==> src/rtl/quad_encoder_decoder.sv <==
// Quadrature encoder front end: per-channel synchronizer, glitch filter and Gray-code step decoder.
// Defining QUAD_INDEX_EN adds the index channel (enc_z in, index_pulse out) that zeroes the position.
module quad_encoder_decoder #(
    parameter int SYNC_STAGES   = 2,
    parameter int FILTER_CYCLES = 4,
    parameter int POS_WIDTH     = 32
) (
    input  logic                 clk,
    input  logic                 reset,
    input  logic                 enc_a,
    input  logic                 enc_b,
`ifdef QUAD_INDEX_EN
    input  logic                 enc_z,
    output logic                 index_pulse,
`endif
    input  logic                 error_clr,
    output logic                 state_change,
    output logic                 direction,
    output logic [POS_WIDTH-1:0] position,
    output logic                 error
);

`ifdef QUAD_INDEX_EN
    localparam int NCH = 3;
`else
    localparam int NCH = 2;
`endif
    localparam int CNT_W       = (FILTER_CYCLES > 1) ? $clog2(FILTER_CYCLES) : 1;
    localparam int INIT_CYCLES = SYNC_STAGES + FILTER_CYCLES + 1;
    localparam int INIT_W      = $clog2(INIT_CYCLES + 1);
    localparam logic [CNT_W-1:0]  FILT_LAST = CNT_W'(FILTER_CYCLES - 1);
    localparam logic [INIT_W-1:0] INIT_LAST = INIT_W'(INIT_CYCLES - 1);

    typedef enum logic {INIT = 1'b0, TRACK = 1'b1} mode_t;

    // Forward Gray sequence 00 -> 10 -> 11 -> 01 -> 00 on {a,b}
    function automatic logic [1:0] fwd_next(input logic [1:0] s);
        case (s)
            2'b00:   fwd_next = 2'b10;
            2'b10:   fwd_next = 2'b11;
            2'b11:   fwd_next = 2'b01;
            2'b01:   fwd_next = 2'b00;
            default: fwd_next = 2'b00;
        endcase
    endfunction

    function automatic logic [1:0] rev_next(input logic [1:0] s);
        case (s)
            2'b00:   rev_next = 2'b01;
            2'b01:   rev_next = 2'b11;
            2'b11:   rev_next = 2'b10;
            2'b10:   rev_next = 2'b00;
            default: rev_next = 2'b00;
        endcase
    endfunction

    logic [NCH-1:0] raw_s;
    logic [NCH-1:0] filt_s;

`ifdef QUAD_INDEX_EN
    assign raw_s = {enc_z, enc_b, enc_a};
`else
    assign raw_s = {enc_b, enc_a};
`endif

    genvar ch;
    generate
        for (ch = 0; ch < NCH; ch++) begin : g_chan
            logic [SYNC_STAGES-1:0] sync_r;
            logic [CNT_W-1:0]       cnt_r;
            logic                   filt_r;
            logic                   synced_s;

            assign synced_s   = sync_r[SYNC_STAGES-1];
            assign filt_s[ch] = filt_r;

            // Synchronizer chain for the asynchronous raw input
            always_ff @(posedge clk or posedge reset) begin
                if (reset) begin
                    sync_r <= '0;
                end else begin
                    sync_r <= {sync_r[SYNC_STAGES-2:0], raw_s[ch]};
                end
            end

            // Accept a new level only after it persists; any bounce back restarts the count
            always_ff @(posedge clk or posedge reset) begin
                if (reset) begin
                    filt_r <= 1'b0;
                    cnt_r  <= '0;
                end else if (synced_s == filt_r) begin
                    cnt_r <= '0;
                end else if (cnt_r == FILT_LAST) begin
                    filt_r <= synced_s;
                    cnt_r  <= '0;
                end else begin
                    cnt_r <= cnt_r + CNT_W'(1);
                end
            end
        end
    endgenerate

    mode_t             mode_r;
    mode_t             mode_next_s;
    logic [INIT_W-1:0] init_cnt_r;

    // Mode register and startup counter
    always_ff @(posedge clk or posedge reset) begin
        if (reset) begin
            mode_r     <= INIT;
            init_cnt_r <= '0;
        end else begin
            mode_r <= mode_next_s;
            if (mode_r == INIT) begin
                init_cnt_r <= init_cnt_r + INIT_W'(1);
            end
        end
    end

    // Leave INIT once the pipeline has flushed the reset-time levels
    always_comb begin
        mode_next_s = mode_r;
        case (mode_r)
            INIT: begin
                if (init_cnt_r == INIT_LAST) begin
                    mode_next_s = TRACK;
                end else begin
                    mode_next_s = INIT;
                end
            end
            TRACK:   mode_next_s = TRACK;
            default: mode_next_s = INIT;
        endcase
    end

    logic [1:0]           ab_s;
    logic [1:0]           state_r;
    logic                 step_fwd_s;
    logic                 step_rev_s;
    logic                 illegal_s;
    logic                 index_s;
    logic                 state_change_r;
    logic                 direction_r;
    logic [POS_WIDTH-1:0] position_r;
    logic                 error_r;

    assign ab_s = {filt_s[0], filt_s[1]};

    // Classify the filtered {a,b} against the stored state
    always_comb begin
        step_fwd_s = 1'b0;
        step_rev_s = 1'b0;
        illegal_s  = 1'b0;
        if (mode_r == TRACK) begin
            if (ab_s == fwd_next(state_r)) begin
                step_fwd_s = 1'b1;
            end else if (ab_s == rev_next(state_r)) begin
                step_rev_s = 1'b1;
            end else if (ab_s != state_r) begin
                illegal_s = 1'b1;
            end else begin
                illegal_s = 1'b0;
            end
        end else begin
            illegal_s = 1'b0;
        end
    end

`ifdef QUAD_INDEX_EN
    logic z_prev_r;
    logic index_pulse_r;

    assign index_s     = (mode_r == TRACK) && filt_s[2] && !z_prev_r;
    assign index_pulse = index_pulse_r;

    // Index edge detector on the filtered Z level
    always_ff @(posedge clk or posedge reset) begin
        if (reset) begin
            z_prev_r      <= 1'b0;
            index_pulse_r <= 1'b0;
        end else begin
            z_prev_r      <= filt_s[2];
            index_pulse_r <= index_s;
        end
    end
`else
    assign index_s = 1'b0;
`endif

    // Decode state, step outputs, position counter and sticky error
    always_ff @(posedge clk or posedge reset) begin
        if (reset) begin
            state_r        <= 2'b00;
            state_change_r <= 1'b0;
            direction_r    <= 1'b0;
            position_r     <= '0;
            error_r        <= 1'b0;
        end else begin
            state_r        <= ab_s;
            state_change_r <= step_fwd_s | step_rev_s;
            if (step_fwd_s) begin
                direction_r <= 1'b1;
            end else if (step_rev_s) begin
                direction_r <= 1'b0;
            end
            // Index has priority over a coincident step
            if (index_s) begin
                position_r <= '0;
            end else if (step_fwd_s) begin
                position_r <= position_r + POS_WIDTH'(1);
            end else if (step_rev_s) begin
                position_r <= position_r - POS_WIDTH'(1);
            end
            if (illegal_s) begin
                error_r <= 1'b1;
            end else if (error_clr) begin
                error_r <= 1'b0;
            end
        end
    end

    assign state_change = state_change_r;
    assign direction    = direction_r;
    assign position     = position_r;
    assign error        = error_r;

endmodule

==> config.mk <==
export PLATFORM = sky130hd
export DESIGN_NAME = quad_encoder_decoder
export DESIGN_NICKNAME = d
export VERILOG_FILES = /design/src/rtl/quad_encoder_decoder.sv
export SDC_FILE = /design/constraint.sdc
export NUM_CORES = 1
export LEC_CHECK = 0
export ABC_CLOCK_PERIOD_IN_PS = 6700
export CAP_MARGIN = 20
export CORE_ASPECT_RATIO = 0.9
export CORE_MARGIN = 2
export CORE_UTILIZATION = 40
export CTS_CLUSTER_SIZE = 14
export DETAILED_ROUTE_END_ITERATION = 16
export PLACE_DENSITY = 0.62
export SYNTH_ARGS = -nofsm -noshare
export SYNTH_HDL_FRONTEND = slang
export SYNTH_SLANG_ARGS = --single-unit
==> constraint.sdc <==
create_clock -name clk -period 6.7 [get_ports clk]
set_clock_uncertainty 0.2 [all_clocks]
set_input_delay 1.675 -clock clk [delete_from_list [all_inputs] [get_ports clk]]
set_output_delay 1.675 -clock clk [all_outputs]
set_load 0.005 [all_outputs]
Yosys cells after proc, flatten, opt, wreduce, memory -nomap -nowiden

Index checks and enable logic that the tools add are counted.

Add/subtract/negate cells: 5
Equality and inequality tests: 11
Muxes and demuxes: 26
Bitwise gates (word level): 4
Reductions and logical operators: 5

Operator list:

| kind                                                | number |
|---|---|
| two-way mux 32 bit                                  | 2 |
| adder 32 x 1 -> 32 bit (second input constant)      | 1 |
| subtractor 32 x 1 -> 32 bit (second input constant) | 1 |
| case mux 2 bit (4 select lines)                     | 2 |
| two-way mux 1 bit                                   | 14 |
| two-way mux 2 bit                                   | 7 |
| == test 2 bit (second input constant)               | 4 |
| adder 2 x 1 -> 2 bit (second input constant)        | 2 |
| == test 2 bit                                       | 2 |
| AND reduction 2 bit                                 | 2 |
| nonzero test 2 bit                                  | 2 |
| adder 3 x 1 -> 3 bit (second input constant)        | 1 |
| == test 3 bit (second input constant)               | 1 |
| NOT 1 bit                                           | 3 |
| == test 1 bit                                       | 2 |
| == test 2 x 1 -> 1 bit (second input constant)      | 1 |
| logical NOT 2 bit                                   | 1 |
| != test 2 bit                                       | 1 |
| case mux 1 bit (2 select lines)                     | 1 |
| OR 1 bit                                            | 1 |

Register bits after elaboration: 51
Output and inout bits: 35
Logic and storage cells: 64

Depth between registers and ports, before layout

Gate-level depths: netlist of the first run.

Depth in word-level cells: 12
Depth in mapped cells: 12
Depth with buffers taken out: 12

Worst setup path after synthesis of the first run

Ideal clock, no wire load.

Path type: flip-flop to flip-flop
From: reg g_chan[1].filt_r
To: reg position_r[31], in the netlist position[31]
Setup time: 79 ps
Data arrival time: 3180 ps
Setup slack: 3241 ps
Stages on the path, launching flop included: 12
Path buffers: 0
Cells stage by stage: dfrtp_1 -> xor2_1 -> nor2_1 -> nand2_1 -> ha_1 -> a211oi_2 -> o211ai_1 -> nand2_1 -> nand3_2 -> a211oi_2 -> mux2i_1 -> xor2_1

Cells in the longest elaborated chain, start to end: 5

Ends and longest elaborated chain:

| element                             | line | RTL |
|---|---|---|
| start: declaration                  | 71   | `logic filt_r;` |
| start signal: assignment            | 94   | `filt_r <= synced_s;` |
| == test 2 bit                       | 157  | `end else if (ab_s == rev_next(state_r)) begin` |
| two-way mux 1 bit                   | 157  |  |
| two-way mux 1 bit                   | 155  | `if (ab_s == fwd_next(state_r)) begin` |
| two-way mux 1 bit                   | 154  | `if (mode_r == TRACK) begin` |
| nonzero test 2 bit (no source line) | n/a  |  |
| end signal: assignment              | 210  | `position_r <= position_r + POS_WIDTH'(1);` |
| end signal: assignment              | 212  | `position_r <= position_r - POS_WIDTH'(1);` |
| end: declaration                    | 144  | `logic [POS_WIDTH-1:0] position_r;` |

Parallel ways exist; a longest one is shown, timed or not.
A chain may end at the register's enable or synchronous reset.

Worst setup path after layout of the first run

From: reg g_chan[0].filt_r
To: reg position_r[24], in the netlist position[24]

RTL lines:

| element                                                         | line | RTL |
|---|---|---|
| start: declaration                                              | 71   |  |
| start signal: assignment                                        | 94   |  |
| == test 2 bit (*)                                               | 155  |  |
| two-way mux 1 bit (*)                                           | 155  |  |
| two-way mux 1 bit (*)                                           | 154  |  |
| via step_fwd_s                                                  | 138  | `logic step_fwd_s;` |
| two-way mux 32 bit / nonzero test 2 bit (equally long branches) | n/a  |  |

Mark *: on every way through the listed nets, which the timed path passes. The rest lies on a longest branch.

==> results by stage, run 1 <==
Route:
- For this run, design rule violations remaining after detail routing come to 0.
- The average wire per standard cell is 13.91 µm.
- In the routed layout, each cell is associated on average with a via count of 5.289.
- The iteration count of the initial detailed-routing pass is 4.
- The final antenna-violating net count is 0.
- The number of DRC violations after detailed-routing iteration 0 is 143.
- Wires add up to 7984 µm.
- The overall via count from detail_route is 3,036.

Floorplan:
- The horizontal extent of the die is 105.2 µm.
- The count of standard-cell rows is 33.
- The floorplan step defined a die boundary enclosing 9997 µm².
- Once the floorplan was initialized, standard cells occupied 40.75% of the core.
- The top-level port count is 40.
- The floorplan die height is 95.06 µm.
- The core region area is 9042 µm².

Timing:
- The number of hold violations in the final report was 0.
- The number of failing setup endpoints in the final timing report is 0.
- The final period utilization is 52.70%.
- The maximum operating frequency is 283.2 MHz.
- The remaining max-slew budget at the tightest pin is 60.50%.
- For the pin with the worst max-slew slack, the measured transition is 0.5902 ns.
- The time the worst path needs with I/O delays and setup is 3.531 ns.
- The total negative setup slack is 0 ns.
- Setup repair after global routing left no endpoint under its margin.
- The max-slew violation total from the final report came to 0.

Clock network:
- The maximum level of the CTS H-tree is 2.
- The maximum number of buffers from clock root to sink is 2.
- The clock network latency to the later pin of the worst-skew pair is 0.32 ns.
- CTS placed an instance of sky130_fd_sc_hd__clkbuf_8 at the clock tree root.
- TritonCTS built the clock tree.
- The clock edge transition at the registers on the reported setup and hold paths is 0.10 ns.
- The number of CTS-inserted buffers is 5.
- The post-CTS setup buffer count is 0.
- The total number of clock tree sinks is 51.
- The number of hold buffers added after CTS was 0.
- After clock tree synthesis, the repair step resized 0 gates.

Logic synthesis:
- Yosys instantiated no cell more often than sky130_fd_sc_hd__nand2_1.
- After synthesis, the largest family of logic cells by area is compound AO/OA/AOI/OAI gates.
- The number of different library cells used by synthesis comes to 49.
- After synthesis the cells add up to 3685 µm².
- After Yosys synthesis, and, or, nand and nor cells account for 14.63% of the synthesized area.
- Summing the areas of all compound-gate instances in the mapped netlist gives 24.14% of the synthesized area.
- Ranked by total cell area, the synthesized netlist is headed by sky130_fd_sc_hd__dfrtp_1 35%, sky130_fd_sc_hd__ha_1 13%, sky130_fd_sc_hd__nand2_1 5.7%.
- The predominant post-synthesis flop cell is sky130_fd_sc_hd__dfrtp_1.
- In the synthesized netlist, mux cells make up 1.426% of the area.
- During synthesis, Yosys emitted a total of 0 warnings.
- Summed over all instances, the cell type with the most area after synthesis is sky130_fd_sc_hd__dfrtp_1.
- The top cell type by area accounts for 34.63% of the synthesized area.
- Counting flops with a built-in enable in the synthesized netlist gives 0.
- The commonest cells after synthesis are 56 x sky130_fd_sc_hd__nand2_1, 51 x sky130_fd_sc_hd__dfrtp_1, 37 x sky130_fd_sc_hd__a21oi_1, 37 x sky130_fd_sc_hd__ha_1, 37 x sky130_fd_sc_hd__o21ai_0.
- Synthesis handed over a netlist of 416 instances.
- The XOR/XNOR share of the synthesized area is 8.557%.
- The number of synthesized register bits is 51.
- The share of the yosys chip area belonging to registers is 34.63%.
- The net count after synthesis is 459.
- The post-synthesis async set-or-reset flop share is 100.0%.
- The average footprint of a synthesized cell is 8.858 µm².
- After Yosys synthesis, full adders, half adders and majority gates account for 13.11% of the synthesized area.

Placement:
- The placer's final routability congestion estimate is 0.8796.
- The total half-perimeter wirelength after legalization and detailed placement is 6032 µm.
- The cell area after placement is 4185 µm².
- The number of buffers added on ports is 39.

GRT:
- Across every metal layer, demand over resource in global routing totals 16.98%.
- The first global-routing pass estimated 13,740 µm of wire.
- The number of antenna violations at the first check in global routing is 0.
- The total grt overflow is 0.
- Entering global routing, the biggest net connects 52 pins.
- The number of global-route vias before repair came to 2,933.

Worst setup path:
- The startpoint kind of the worst setup timing path is a flop.
- The worst setup path is captured at a flop.
- The worst register-to-register path begins at g_chan[0].filt_r$_DFFE_PP0P_.
- The required time at the endpoint of the critical path is 6.73 ns.
- In this run the worst setup path begins at g_chan[0].filt_r$_DFFE_PP0P_.
- The largest driver fanout on the critical path is 35.
- Data on the critical path arrives at its endpoint at 3.56 ns.
- The kind of critical path is reg2reg.

Finish:
- The finished cells cover 4302 µm².
- The multi-input gate area in the final layout is 2287 µm².
- For this run, the post-layout net count is 494.
- The antenna diode count is 0.
- The ratio of cells with drive above 1 in the final layout is 7.301%.
- In the final layout, flip-flops and latches occupy 1276 µm².
- The area growth from synthesis to final layout is 16.74%.
- After filler insertion, the fill cell instance count of the layout stands at 853.

Worst hold path:
- The launch point of the worst hold path is g_chan[1].sync_r[0]$_DFF_PP0_.
- In this run the worst hold path is classified as reg2reg.

Run:
- Max-cap violations in this run came to 0.

Run status:
- The flow ran to the end, and the final reports show no timing, DRC or antenna violations.
-- state kept, by name, indices dropped and copies added (netlist names) --
name / count
state_change: 1
mode_r: 1
direction: 1
error: 1
g_chan.sync_r: 4
init_cnt_r: 3
state_r: 2
g_chan.filt_r: 2
g_chan.cnt_r: 4
position: 32
-- metal layers --
metal / global-route usage [%] / wire, µm / vias up
met3: 3.144 / 345 / 11
met1: 23.53 / 3945 / 1404
li1: - / - / 1550
met4: 4.444 / 90 / 0
met2: 27.54 / 3603 / 71
met5: 0 / 0 / -
-- critical path, cell delays in order (launching register included) --
cell and delay, ns:
sky130_fd_sc_hd__dfrtp_1 0.45, sky130_fd_sc_hd__xnor2_1 0.28, sky130_fd_sc_hd__nor2_1 0.13, sky130_fd_sc_hd__nand2_1 0.09
sky130_fd_sc_hd__buf_4 0.38, sky130_fd_sc_hd__inv_1 0.10, sky130_fd_sc_hd__fa_1 0.41, sky130_fd_sc_hd__nand2b_1 0.19
sky130_fd_sc_hd__a21oi_2 0.17, sky130_fd_sc_hd__o21ai_1 0.18, sky130_fd_sc_hd__o211ai_2 0.40, sky130_fd_sc_hd__a21oi_1 0.14
sky130_fd_sc_hd__xor2_1 0.16, sky130_fd_sc_hd__o21ai_0 0.18
-- cell families (layout without fill, tap and decap cells) --
group,count (synthesis),after routing
compound gates,139,139
simple gates,116,116
flops,51,51
fa+ha+maj,38,38
xor+xnor,36,36
buf+inv,31,67
mux,5,5
-- area by class of cell --
class / count / area share (%)
repair buffers: 42 / 9.889
clock inverters: 3 / 0.6399
well taps: 122 / 3.549
flip-flops and latches: 51 / 29.67
multi-input cells: 334 / 53.17
inverters: 17 / 1.483
clock buffers: 5 / 1.600
-- final timing paths --
check                                                endpoint  slack (ns)  cells after the start
worst max register to register       position[24]$_DFFE_PP0P_        3.17                     13
worst min-delay path            g_chan[1].sync_r[1]$_DFF_PP0_        0.16                      0
worst min register to register  g_chan[1].sync_r[1]$_DFF_PP0_        0.16                      0
min in group asynchronous             position[3]$_DFFE_PP0P_        1.46                      2
worst max-delay path                 position[24]$_DFFE_PP0P_        3.17                     13
max in group asynchronous            position[22]$_DFFE_PP0P_        4.31                      3
-- cell usage in the layout, fill, tap and decap left out, types with 2 or more instances in the layout --
cell,Yosys,routed
sky130_fd_sc_hd__nand2_1,56,56
sky130_fd_sc_hd__dfrtp_1,51,51
sky130_fd_sc_hd__clkdlybuf4s50_1,0,39
sky130_fd_sc_hd__a21oi_1,37,37
sky130_fd_sc_hd__o21ai_0,37,37
sky130_fd_sc_hd__ha_1,37,37
sky130_fd_sc_hd__nor2_1,23,23
sky130_fd_sc_hd__xor2_1,19,19
sky130_fd_sc_hd__xnor2_1,17,17
sky130_fd_sc_hd__inv_1,17,16
sky130_fd_sc_hd__o21ai_1,14,14
sky130_fd_sc_hd__a21o_1,10,10
sky130_fd_sc_hd__nor3_1,7,7
sky130_fd_sc_hd__nand4_1,6,6
sky130_fd_sc_hd__and2_1,5,5
sky130_fd_sc_hd__nand2b_1,5,5
sky130_fd_sc_hd__nand3_1,5,5
sky130_fd_sc_hd__a211oi_1,5,5
sky130_fd_sc_hd__clkbuf_8,0,5
sky130_fd_sc_hd__a211oi_2,4,4
sky130_fd_sc_hd__o211ai_1,3,3
sky130_fd_sc_hd__a21oi_2,3,3
sky130_fd_sc_hd__a21boi_1,3,3
sky130_fd_sc_hd__mux2i_1,3,3
sky130_fd_sc_hd__nor2b_1,3,3
sky130_fd_sc_hd__a31oi_1,3,3
sky130_fd_sc_hd__o21bai_1,3,3
sky130_fd_sc_hd__o211ai_2,2,2
sky130_fd_sc_hd__nor3_2,2,2
sky130_fd_sc_hd__mux2_2,2,2
sky130_fd_sc_hd__o21ai_2,3,2
sky130_fd_sc_hd__buf_4,0,2
-- metrics by stage --
step / setup WS (ns) / hold slack, ns / utilization [%] / cells
after floorplan: 3.241 / 0.1312 / - / 416
after global placement: 3.346 / 0.1382 / 46.28 / 565
after detailed placement: 3.168 / 0.1380 / 46.28 / 565
after CTS: 3.129 / 0.1673 / 47.35 / 573
after global routing: 2.843 / 0.1675 / 47.57 / 574
final: 3.169 / 0.1635 / 47.57 / 574
Power of run 1 is not shown: default switching activity piles up to over one toggle a cycle in this logic, so the estimate is an artifact.
==> run 2: changes to the inputs <==
ABC_CLOCK_PERIOD_IN_PS = 3260   (was 6700)
clock period = 3.26 ns   (was 6.7 ns; I/O delays follow)
==> run 2 against run 1 <==
  * Register-to-register slack worse by 3.0 ns
  * Clock-buffer cell count did not move
  * Wire length is 3.6% higher
  * Flip-flop and latch count is the same
  * Worst hold slack is essentially flat
  * Critical path depth is the same
  * Die area is the same
  * Sequential share of layout area down 0.96 points
  * Largest cell class unchanged
  * Highest routed layer unchanged
==> results by stage, run 2 (synthesized netlist as in run 1, its figures left out) <==
GRT:
- The total grt overflow was 0 (unchanged).
- The number of antenna violations at the first check in global routing is 0 (unchanged).
- The maximum number of pins on one net before global-route repair is 36 (-31%).
- The global router's overall resource usage came to 17.68% (+0.70 points).
- The global-route wire length before repair is 14,290 µm (+4.0%).
- The number of global-route vias before repair came to 3,012 (+2.7%).

Timing:
- Setup repair after global routing could not meet its margin everywhere.
- The remaining max-slew budget at the tightest pin was 70.84% (+10 points).
- The final period utilization is 94.49% (+42 points).
- The number of failing setup endpoints in the final timing report was 0 (unchanged).
- The max-slew violation total from the final report came to 0 (unchanged).
- The number of hold violations in the final report is 0 (unchanged).
- The transition time at the pin with the least slew margin is 0.4374 ns (-0.1528 ns).
- The maximum operating frequency was 324.6 MHz (+15%).
- The total negative setup slack is 0 ns (unchanged).
- The worst-case hold slack is 0.1633 ns (-0.0001990 ns).
- The time the worst path needs with I/O delays and setup is 3.081 ns (-0.4501 ns).
- The smallest setup slack after layout is 0.1795 ns (-2.990 ns).

Clock network:
- The tree is rooted in a sky130_fd_sc_hd__clkbuf_8.
- The total number of clock tree sinks came to 51 (unchanged).
- The number of CTS-inserted buffers is 5 (unchanged).
- The maximum number of buffers from clock root to sink was 2 (unchanged).
- The maximum level of the CTS H-tree came to 2 (unchanged).
- TritonCTS built the clock tree.
- The clock network latency to the later pin of the worst-skew pair is 0.32 ns (about the same).
- The clock edge transition at the registers on the reported setup and hold paths was 0.10 ns (about the same).
- The hold buffer count at cts is 0 (unchanged).

Worst setup path:
- The critical path starts at g_chan[0].filt_r$_DFFE_PP0P_.
- The stage delay of the slowest cell on the critical path is 0.42 ns (-0.03 ns).
- The count of cell instances traversed by the critical path is 13 (unchanged).
- The largest driver fanout on the critical path was 35 (unchanged).
- The critical path is of the reg2reg type.
- The logic depth of the worst register-to-register path is 13 (unchanged).
- Walking the worst path, the cells encountered are xnor2_2 > nor2_4 > nand2_2 > buf_12 > inv_1 > fa_1 > nand2b_1 > a21oi_2 > o21ai_1 > o211ai_2 > a31oi_1 > xor2_1 > o21ai_1.
- The worst setup path is captured at a flop.
- The slowest stage of the critical path is the sky130_fd_sc_hd__dfrtp_1 cell.
- The required time at the endpoint of the critical path is 3.30 ns (-3.43 ns).
- Among the stages of the critical path, the cell type that occurs most often is sky130_fd_sc_hd__o21ai_1.
- The worst setup path is launched from a flop.
- Among cell families on the critical path, the largest total delay comes from compound AO/OA/AOI/OAI gates.
- The reg-to-reg critical path startpoint is g_chan[0].filt_r$_DFFE_PP0P_.
- The arrival time at the worst endpoint is 3.13 ns (-0.43 ns).
- The number of buffer and inverter stages on the critical path is 2 (unchanged).

Route:
- The iteration count of the initial detailed-routing pass is 4 (unchanged).
- The average wire per standard cell came to 14.16 µm (+1.8%).
- The average vias per placed instance is 5.271 (-0.35%).
- The DRC violation count after routing was 0 (unchanged).
- The number of DRC violations after detailed-routing iteration 0 is 124 (-13%).
- The final antenna-violating net count is 0 (unchanged).
- The total wire length is 8272 µm (+3.6%).
- The overall via count from detail_route is 3,078 (+1.4%).

Run:
- The count of maximum capacitance violations is 0 (unchanged).

Floorplan:
- The horizontal extent of the die is 105.2 µm (unchanged).
- The core region area was 9042 µm² (unchanged).
- The initial cell density of the core came to 40.75% (unchanged).
- The area of the die is 9997 µm² (unchanged).
- The top-level port count is 40 (unchanged).
- The count of standard-cell rows is 33 (unchanged).
- The floorplan die height is 95.06 µm (unchanged).

Finish:
- The antenna diode count was 0 (unchanged).
- In the layout the commonest cells are 55 x sky130_fd_sc_hd__nand2_1, 51 x sky130_fd_sc_hd__dfrtp_1, 39 x sky130_fd_sc_hd__clkdlybuf4s50_1.
- The number of nets in the finished design is 504 (+2.0%).
- The flip-flop count of the largest register, all copies and words added came to 32 (unchanged).
- The ratio of cells with drive above 1 in the final layout was 12.77% (+5.5 points).
- Relative to the synthesized area, the layout overhead comes to 20.65%.
- The library cell used most frequently in the layout, excluding fill and tap cells, is sky130_fd_sc_hd__nand2_1.
- The final instance area is 4446 µm² (+3.3%).

Placement:
- The minimum setup slack after placement is 0.05847 ns (-3.110 ns).
- The cell area after placement came to 4275 µm² (+2.2%).
- The number of buffers added on ports is 39 (unchanged).
- The placer's final routability congestion estimate is 0.8838 (+0.48%).
- The total half-perimeter wirelength after legalization and detailed placement is 6392 µm (+6.0%).

Worst hold path:
- The depth of the worst hold-timing path is 0 (unchanged).
- In this run the most critical hold path is launched from g_chan[0].sync_r[0]$_DFF_PP0_.
- The kind of path behind the tightest hold check is reg2reg.

Run status:
- The run finished with clean final reports.
==> run 2: cell types whose count changed in the layout (fill, tap and decap cells not counted), sizes merged <==
cell / change
buf: +10
clkinv: +1
clkinvlp: -1
==> run 2: layout make-up <==
class	instances	area, µm²
Sequential cell	51	1276
Inverter	17	63.81
Fill cell	838	4597
Tap cell	122	152.6
Clock inverter	3	22.52
Clock buffer	5	68.82
Multi-Input combinational cell	334	2361
Timing Repair Buffer	52	500.5
==> run 2: metal layers <==
layer	GRT usage (%)	vias to the layer above	part of all wire, %
met2	28.79	51	47
met1	24.57	1446	48
li1	-	1573	-
met3	3.349	8	3.9
met5	0	-	0
met4	4.111	0	0.99
==> run 2: what timing repair did <==
item,CTS,global route
gates resized for setup,0,18
setup buffers,0,1
setup endpoints to repair,0,20
==> run 2: worst register-to-register path: stages (launching register included) <==
cell and delay [ns]:
sky130_fd_sc_hd__dfrtp_1 0.42, sky130_fd_sc_hd__xnor2_2 0.27, sky130_fd_sc_hd__nor2_4 0.07, sky130_fd_sc_hd__nand2_2 0.09, sky130_fd_sc_hd__buf_12 0.20, sky130_fd_sc_hd__inv_1 0.08, sky130_fd_sc_hd__fa_1 0.40, sky130_fd_sc_hd__nand2b_1 0.19
sky130_fd_sc_hd__a21oi_2 0.18, sky130_fd_sc_hd__o21ai_1 0.12, sky130_fd_sc_hd__o211ai_2 0.34, sky130_fd_sc_hd__a31oi_1 0.17, sky130_fd_sc_hd__xor2_1 0.17, sky130_fd_sc_hd__o21ai_1 0.12
==> run 2: final timing paths <==
path | slack [ns] | endpoint
max in group asynchronous | 1.67 | position[17]$_DFFE_PP0P_
min in group asynchronous | 0.59 | position[2]$_DFFE_PP0P_
max reg2reg | 0.18 | position[20]$_DFFE_PP0P_
min | 0.16 | g_chan[0].sync_r[1]$_DFF_PP0_
min reg2reg | 0.16 | g_chan[0].sync_r[1]$_DFF_PP0_
max | 0.18 | position[20]$_DFFE_PP0P_
==> run 2: through the flow <==
stage / std cells / utilization [%]
final: 584 / 49.16
after global routing: 584 / 49.16
after CTS: 583 / 48.29
after detailed placement: 575 / 47.28
after global placement: 575 / 47.28
after floorplan: 416 / -
Power of run 2 is left out for the same reason.
